**src/rtl/mem_stage.sv**
```systemverilog
// Memory-access stage of the five-stage RISC-V pipeline: EX/MEM register, req/ack data port
// with byte lanes, outstanding-access stall, bus timeout and the MEM/WB register.
module mem_stage #(
  parameter int TIMEOUT = 16
) (
  input  logic        clk,
  input  logic        reset,
  input  logic [31:0] ALUResultE,
  input  logic [31:0] WriteDataE,
  input  logic [31:0] PCplus4E,
  input  logic [4:0]  RdE,
  input  logic        RegWriteE,
  input  logic        MemReadE,
  input  logic        MemWriteE,
  input  logic [1:0]  ResultSrcE,
  input  logic [2:0]  Funct3E,
  output logic        mem_req,
  output logic        mem_we,
  output logic [31:0] mem_addr,
  output logic [3:0]  mem_be,
  output logic [31:0] mem_wdata,
  input  logic [31:0] mem_rdata,
  input  logic        mem_ack,
  output logic [31:0] ALUResultM,
  output logic [4:0]  RdM,
  output logic        RegWriteM,
  output logic        stallM,
  output logic [31:0] ALUResultW,
  output logic [31:0] ReadDataW,
  output logic [31:0] PCplus4W,
  output logic [4:0]  RdW,
  output logic        RegWriteW,
  output logic [1:0]  ResultSrcW,
  output logic        misalignW,
  output logic        bus_err
);

  localparam int CW = $clog2(TIMEOUT);
  localparam logic [CW-1:0] CNT_LAST = CW'(TIMEOUT - 1);
  localparam logic [0:0] IDLE = 1'b0;
  localparam logic [0:0] WAIT = 1'b1;

  logic [31:0]   WriteDataM, PCplus4M;
  logic          MemReadM, MemWriteM;
  logic [1:0]    ResultSrcM;
  logic [2:0]    Funct3M;
  logic [0:0]    state;
  logic [CW-1:0] cnt;
  logic          memopM, alignedM, misalignM, abandon;
  logic [7:0]    byteSel;
  logic [15:0]   halfSel;
  logic [31:0]   loadData;

  // NOTE: sequential state uses <= so every flop samples pre-edge values regardless of block order.
  always_ff @(posedge clk or negedge reset) begin
    if (!reset) begin
      ALUResultM <= '0;
      WriteDataM <= '0;
      PCplus4M   <= '0;
      RdM        <= '0;
      RegWriteM  <= 1'b0;
      MemReadM   <= 1'b0;
      MemWriteM  <= 1'b0;
      ResultSrcM <= '0;
      Funct3M    <= '0;
    end else if (!stallM) begin
      ALUResultM <= ALUResultE;
      WriteDataM <= WriteDataE;
      PCplus4M   <= PCplus4E;
      RdM        <= RdE;
      RegWriteM  <= RegWriteE;
      MemReadM   <= MemReadE;
      MemWriteM  <= MemWriteE;
      ResultSrcM <= ResultSrcE;
      Funct3M    <= Funct3E;
    end
  end

  assign memopM    = MemReadM | MemWriteM;
  assign misalignM = memopM & ~alignedM;
  // The abandon cycle withdraws the request, so a late ack in that cycle is ignored.
  assign abandon   = (state == WAIT) && (cnt == CNT_LAST);
  assign mem_req   = memopM & alignedM & ~abandon;
  assign stallM    = mem_req & ~mem_ack;
  assign mem_we    = MemWriteM;
  assign mem_addr  = {ALUResultM[31:2], 2'b00};

  // NOTE: every always_comb output gets a default first so no path can infer a latch.
  always_comb begin
    alignedM  = 1'b1;
    mem_be    = 4'b0000;
    mem_wdata = '0;
    case (Funct3M[1:0])
      2'b00:   alignedM = 1'b1;
      2'b01:   alignedM = ~ALUResultM[0];
      default: alignedM = (ALUResultM[1:0] == 2'b00);
    endcase
    if (MemWriteM) begin
      case (Funct3M[1:0])
        2'b00: begin
          mem_be    = 4'b0001 << ALUResultM[1:0];
          mem_wdata = {4{WriteDataM[7:0]}};
        end
        2'b01: begin
          mem_be    = 4'b0011 << ALUResultM[1:0];
          mem_wdata = {2{WriteDataM[15:0]}};
        end
        default: begin
          mem_be    = 4'b1111;
          mem_wdata = WriteDataM;
        end
      endcase
    end else if (MemReadM) begin
      mem_be = 4'b1111;
    end
  end

  always_comb begin
    byteSel  = mem_rdata[7:0];
    halfSel  = ALUResultM[1] ? mem_rdata[31:16] : mem_rdata[15:0];
    loadData = mem_rdata;
    case (ALUResultM[1:0])
      2'b00: byteSel = mem_rdata[7:0];
      2'b01: byteSel = mem_rdata[15:8];
      2'b10: byteSel = mem_rdata[23:16];
      2'b11: byteSel = mem_rdata[31:24];
    endcase
    case (Funct3M)
      3'b000:  loadData = {{24{byteSel[7]}}, byteSel};
      3'b001:  loadData = {{16{halfSel[15]}}, halfSel};
      3'b100:  loadData = {24'b0, byteSel};
      3'b101:  loadData = {16'b0, halfSel};
      default: loadData = mem_rdata;
    endcase
  end

  always_ff @(posedge clk or negedge reset) begin
    if (!reset) begin
      state   <= IDLE;
      cnt     <= '0;
      bus_err <= 1'b0;
    end else begin
      case (state)
        IDLE: if (mem_req && !mem_ack) begin
          state <= WAIT;
          cnt   <= CW'(1);
        end
        WAIT: if (abandon) begin
          state   <= IDLE;
          cnt     <= '0;
          bus_err <= 1'b1;
        end else if (mem_ack) begin
          state <= IDLE;
          cnt   <= '0;
        end else begin
          cnt <= cnt + CW'(1);
        end
        default: begin
          state <= IDLE;
          cnt   <= '0;
        end
      endcase
    end
  end

  // A stalled cycle sends a bubble down; otherwise M moves on, squashed if misaligned or abandoned.
  always_ff @(posedge clk or negedge reset) begin
    if (!reset) begin
      ALUResultW <= '0;
      ReadDataW  <= '0;
      PCplus4W   <= '0;
      RdW        <= '0;
      RegWriteW  <= 1'b0;
      ResultSrcW <= '0;
      misalignW  <= 1'b0;
    end else if (stallM) begin
      ALUResultW <= '0;
      ReadDataW  <= '0;
      PCplus4W   <= '0;
      RdW        <= '0;
      RegWriteW  <= 1'b0;
      ResultSrcW <= '0;
      misalignW  <= 1'b0;
    end else begin
      ALUResultW <= ALUResultM;
      ReadDataW  <= (MemReadM && mem_req) ? loadData : '0;
      PCplus4W   <= PCplus4M;
      RdW        <= RdM;
      RegWriteW  <= RegWriteM & ~misalignM & ~abandon;
      ResultSrcW <= ResultSrcM;
      misalignW  <= misalignM;
    end
  end

endmodule

```
**config.mk**
```make
export PLATFORM = sky130hd
export DESIGN_NAME = mem_stage
export DESIGN_NICKNAME = d
export VERILOG_FILES = /design/src/rtl/mem_stage.sv
export SDC_FILE = /design/constraint.sdc
export NUM_CORES = 1
export LEC_CHECK = 0
export ABC_AREA = 0
export BUFFER_PORTS_ARGS = -buffer_cell sky130_fd_sc_hd__buf_2
export CORE_ASPECT_RATIO = 0.9
export CORE_MARGIN = 3
export CORE_UTILIZATION = 49
export CTS_CLUSTER_SIZE = 25
export DETAILED_ROUTE_END_ITERATION = 16
export MAX_ROUTING_LAYER = met4
export PLACE_DENSITY = 0.81
export SYNTH_ARGS = -nofsm -noshare
export SYNTH_HDL_FRONTEND = slang
export SYNTH_SLANG_ARGS = --single-unit
```
**constraint.sdc**
```tcl
create_clock -name clk -period 2.4 [get_ports clk]
set_clock_uncertainty 0.15 [all_clocks]
set_input_delay 0.36 -clock clk [delete_from_list [all_inputs] [get_ports clk]]
set_output_delay 0.36 -clock clk [all_outputs]
set_load 0.01 [all_outputs]
```
==> results by group <==
Run status
  – Status: complete, no violations

STA
  – Final Hold Fails: 0
  – Worst Tran Pin Value: between 0.8 and 0.9 ns
  – Slew Viols, Final: 0
  – Setup total negative slack: 0 ns
  – Period minus WS final: 2.38 ns
  – Slack of the critical path: around 0.024 ns
  – Setup-failing EPs final: 0
  – Final Cycle Share: 0.990
  – Slew HR: 0.460
  – Max frequency: roughly 420 MHz

Logic synthesis
  – Yosys reg bits: 220
  – Yosys cell types: 41
  – Most frequent cell after synthesis: dfrtp_1
  – Post-synth EDFFs: 0
  – Top_reg_cell synth: dfrtp_1
  – Ys async rst share: 1.00
  – Top cell type by total area after synthesis: dfrtp_1
  – Mapped cell area: 9050 sq um
  – Post-synthesis sequential area ratio: 0.608
  – Top cell type's share of synthesized area: 0.608
  – Synth Instances: 715
  – Syn_area_per_cell: approximately 13 sq um
  – Synth top area cells: dfrtp_1, mux2_2, nor2b_1, buf_4, mux2i_1
  – Syn. warnings: 0
  – Synth cell count leaders: dfrtp_1, mux2_2, nor2b_1

Drt
  – Drt via density: slightly above 5
  – Residual DRC count: 0
  – WL final: roughly 29000 um
  – Drt pass-1 iters: 5
  – Final ANT Viol Nets: 0
  – Wire per inst: 19.8 um
  – DRT iter0 DRCs: approximately 360
  – Vias: roughly 7500

Die
  – FP Rows: 46
  – Core footprint: approximately 18000 sq um
  – I/O pin count: about 360
  – Die area: ~20000 sq um
  – Die Span X: about 150 um
  – Die H: ~130 um
  – Initial Util: 0.506

GRT
  – First-pass GRT wire length: between 40000 and 50000 um
  – Tot GR Track Use: 0.282
  – Largest net degree at the start of global routing: 62
  – Vias in the first global route: roughly 8000
  – Remaining global-route overflow: 0
  – Initial antenna violation count: 2

Pwr
  – Clk pwr share: 0.327
  – Int Power: 0.00736 W
  – Pwr Density: a little under 800 nW/um^2
  – Sw Ratio: 0.293
  – Sequential cell fraction of total power: 0.429
  – Leakage power: roughly 6.7 nW
  – VDD IR max: around 0.6 mV
  – Combinational cell fraction of total power: 0.243
  – Net Switching: 0.00305 W

Clocking
  – Number of clock sinks: between 200 and 250
  – Reg clk slew, reported paths: about 0.06 ns
  – Clock Tree Buf Depth: 3
  – CTS buffer count: 23
  – CTS tree: done
  – Skew-Pair Late Insertion Delay: 0.51 ns
  – Root buf cell: clkbuf_16
  – H-tree depth: 1

Layout
  – Storage element area: 5510 sq um
  – Fraction of layout cells with a size suffix above 1: 0.467
  – Final nets: between 1000 and 1500
  – Final core utilization: 0.745
  – Area growth from synthesis to layout: 47.2%
  – # fillers: between 1000 and 1500
  – Multi-input logic area: approximately 3000 sq um

Place
  – HPWL after DPL: 17000 um
  – GPL Wtd Cong: 0.822
  – IO buf count: between 300 and 400
  – Dpl ws: about 0.14 ns

Worst setup path
  – Data required, critical path: about 1.9 ns
  – CP cell instances: buf_8 -> buf_12 -> mux2i_1 -> nand2_1 -> o211a_1 -> buf_2
  – Critical path's slowest cell: dfrtp_1
  – Crit end category: output port
  – Crit start category: register
  – Setup Crit Path Kind: register to output port
  – Critical Path AT: roughly 1.9 ns
  – Max FO, Critical Path: 9
  – Max stage delay on crit path: 0.39 ns

Worst hold path
  – Type of the worst min-delay path: input port to register

Flow run
  – Number of max-cap violations: 0
## power groups by stage
stage / Clock, W / Combinational (W) / Sequential [W]
3_5_place_dp: 0 / 0.00214 / 0.00450
2_1_floorplan: 0 / 0.00110 / 0.00461
6_report: 0.00341 / 0.00253 / 0.00447
5_1_grt: 0.00362 / 0.00271 / 0.00452
3_3_place_gp: 0 / 0.00208 / 0.00448
4_1_cts: 0.00342 / 0.00239 / 0.00444
## worst max-delay path: cells and delay by family (launching register included)
family	cells	cell delay, ns
buffers and inverters	3	0.44
flip-flops	1	0.39
multiplexers	1	0.29
AO/OA/AOI/OAI	1	0.14
AND/OR/NAND/NOR	1	0.09
## routing by layer
layer | wire length [um] | vias up | GRT usage
met4 | 999 | 0 | 0.0864
li1 | - | 3342 | -
met5 | 0 | - | -
met3 | 2630 | 88 | 0.0792
met1 | 10300 | 3665 | 0.315
met2 | 14900 | 421 | 0.494
## logic make-up (layout without fill, tap and decap cells)
kind of cell               count (synthesis)  count (layout)  synth area share
DFF                                      220             220             0.608
and+or+nand+nor                          170             170             0.101
muxes                                    128             128             0.157
adders and majority gates                  1               1           0.00138
AOI/OAI and AO/OA                         91              91            0.0710
other                                      1               4          0.000414
buffers and inverters                    104             605            0.0614
## per-stage QoR
stage	hold slack, ns	cells	total power [W]	instance area (sq um)
finish	0.0183	1459	0.0104	13300
global route	0.0150	1459	0.0108	13300
CTS	0.0000150	1444	0.0102	13200
detailed placement	0.175	1265	0.00663	11000
global placement	0.170	1265	0.00656	11000
floorplan	-0.0856	716	0.00571	9060
## state kept, by name (all words and copies together), names as in the netlist, 3 cells and up
register / count
ALUResultM: 32
Funct3M: 3
ReadDataW: 32
cnt: 4
RdW: 5
RdM: 5
PCplus4M: 32
ALUResultW: 32
PCplus4W: 32
WriteDataM: 32
## path summary, 6_finish.rpt
| check | slack, ns | cells past startpoint | from | endpoint |
|---|---|---|---|---|
| max | 0.02 | 6 | Funct3M[0] | mem_wdata[28] |
| min | 0.02 | 3 | mem_rdata[15] | ReadDataW[15] |
| max reg2reg | 0.12 | 8 | cnt[0] | PCplus4M[1] |
| min reg2reg | 0.33 | 1 | PCplus4M[4] | PCplus4W[4] |
| max in group asynchronous | 1.09 | 3 | reset | WriteDataM[1] |
| min in group asynchronous | 0.22 | 2 | reset | ALUResultW[9] |
## repair_timing
item,in CTS,in global routing
pin swaps,1,1
gates cloned,0,1
resized for setup,13,18
endpoints found under the hold margin,191,1
buffers inserted,4,11
endpoints found under the setup margin,16,98
hold buffers,137,1
## cells in the final DEF, fill, tap and decap left out, drive strengths merged, types with 9 or more instances in the layout
cell / n
inv: 29
clkbuf: 33
a21oi: 23
nor2: 20
buf: 399
dlygate4sd3: 138
dfrtp: 220
and2: 9
mux2i: 19
nand2: 35
mux2: 109
nor2b: 80
o21ai: 24
## cell type report
| cell class | count | area share |
|---|---|---|
| timing repair buffer | 538 | 0.274 |
| clock buffer | 32 | 0.0472 |
| clock inverter | 6 | 0.00544 |
| inverter | 29 | 0.0103 |
| sequential | 220 | 0.413 |
| antenna | 2 | 0.000376 |
| multi-input combinational | 392 | 0.227 |
| tap | 240 | 0.0225 |
(Power assumes the default switching activity.)
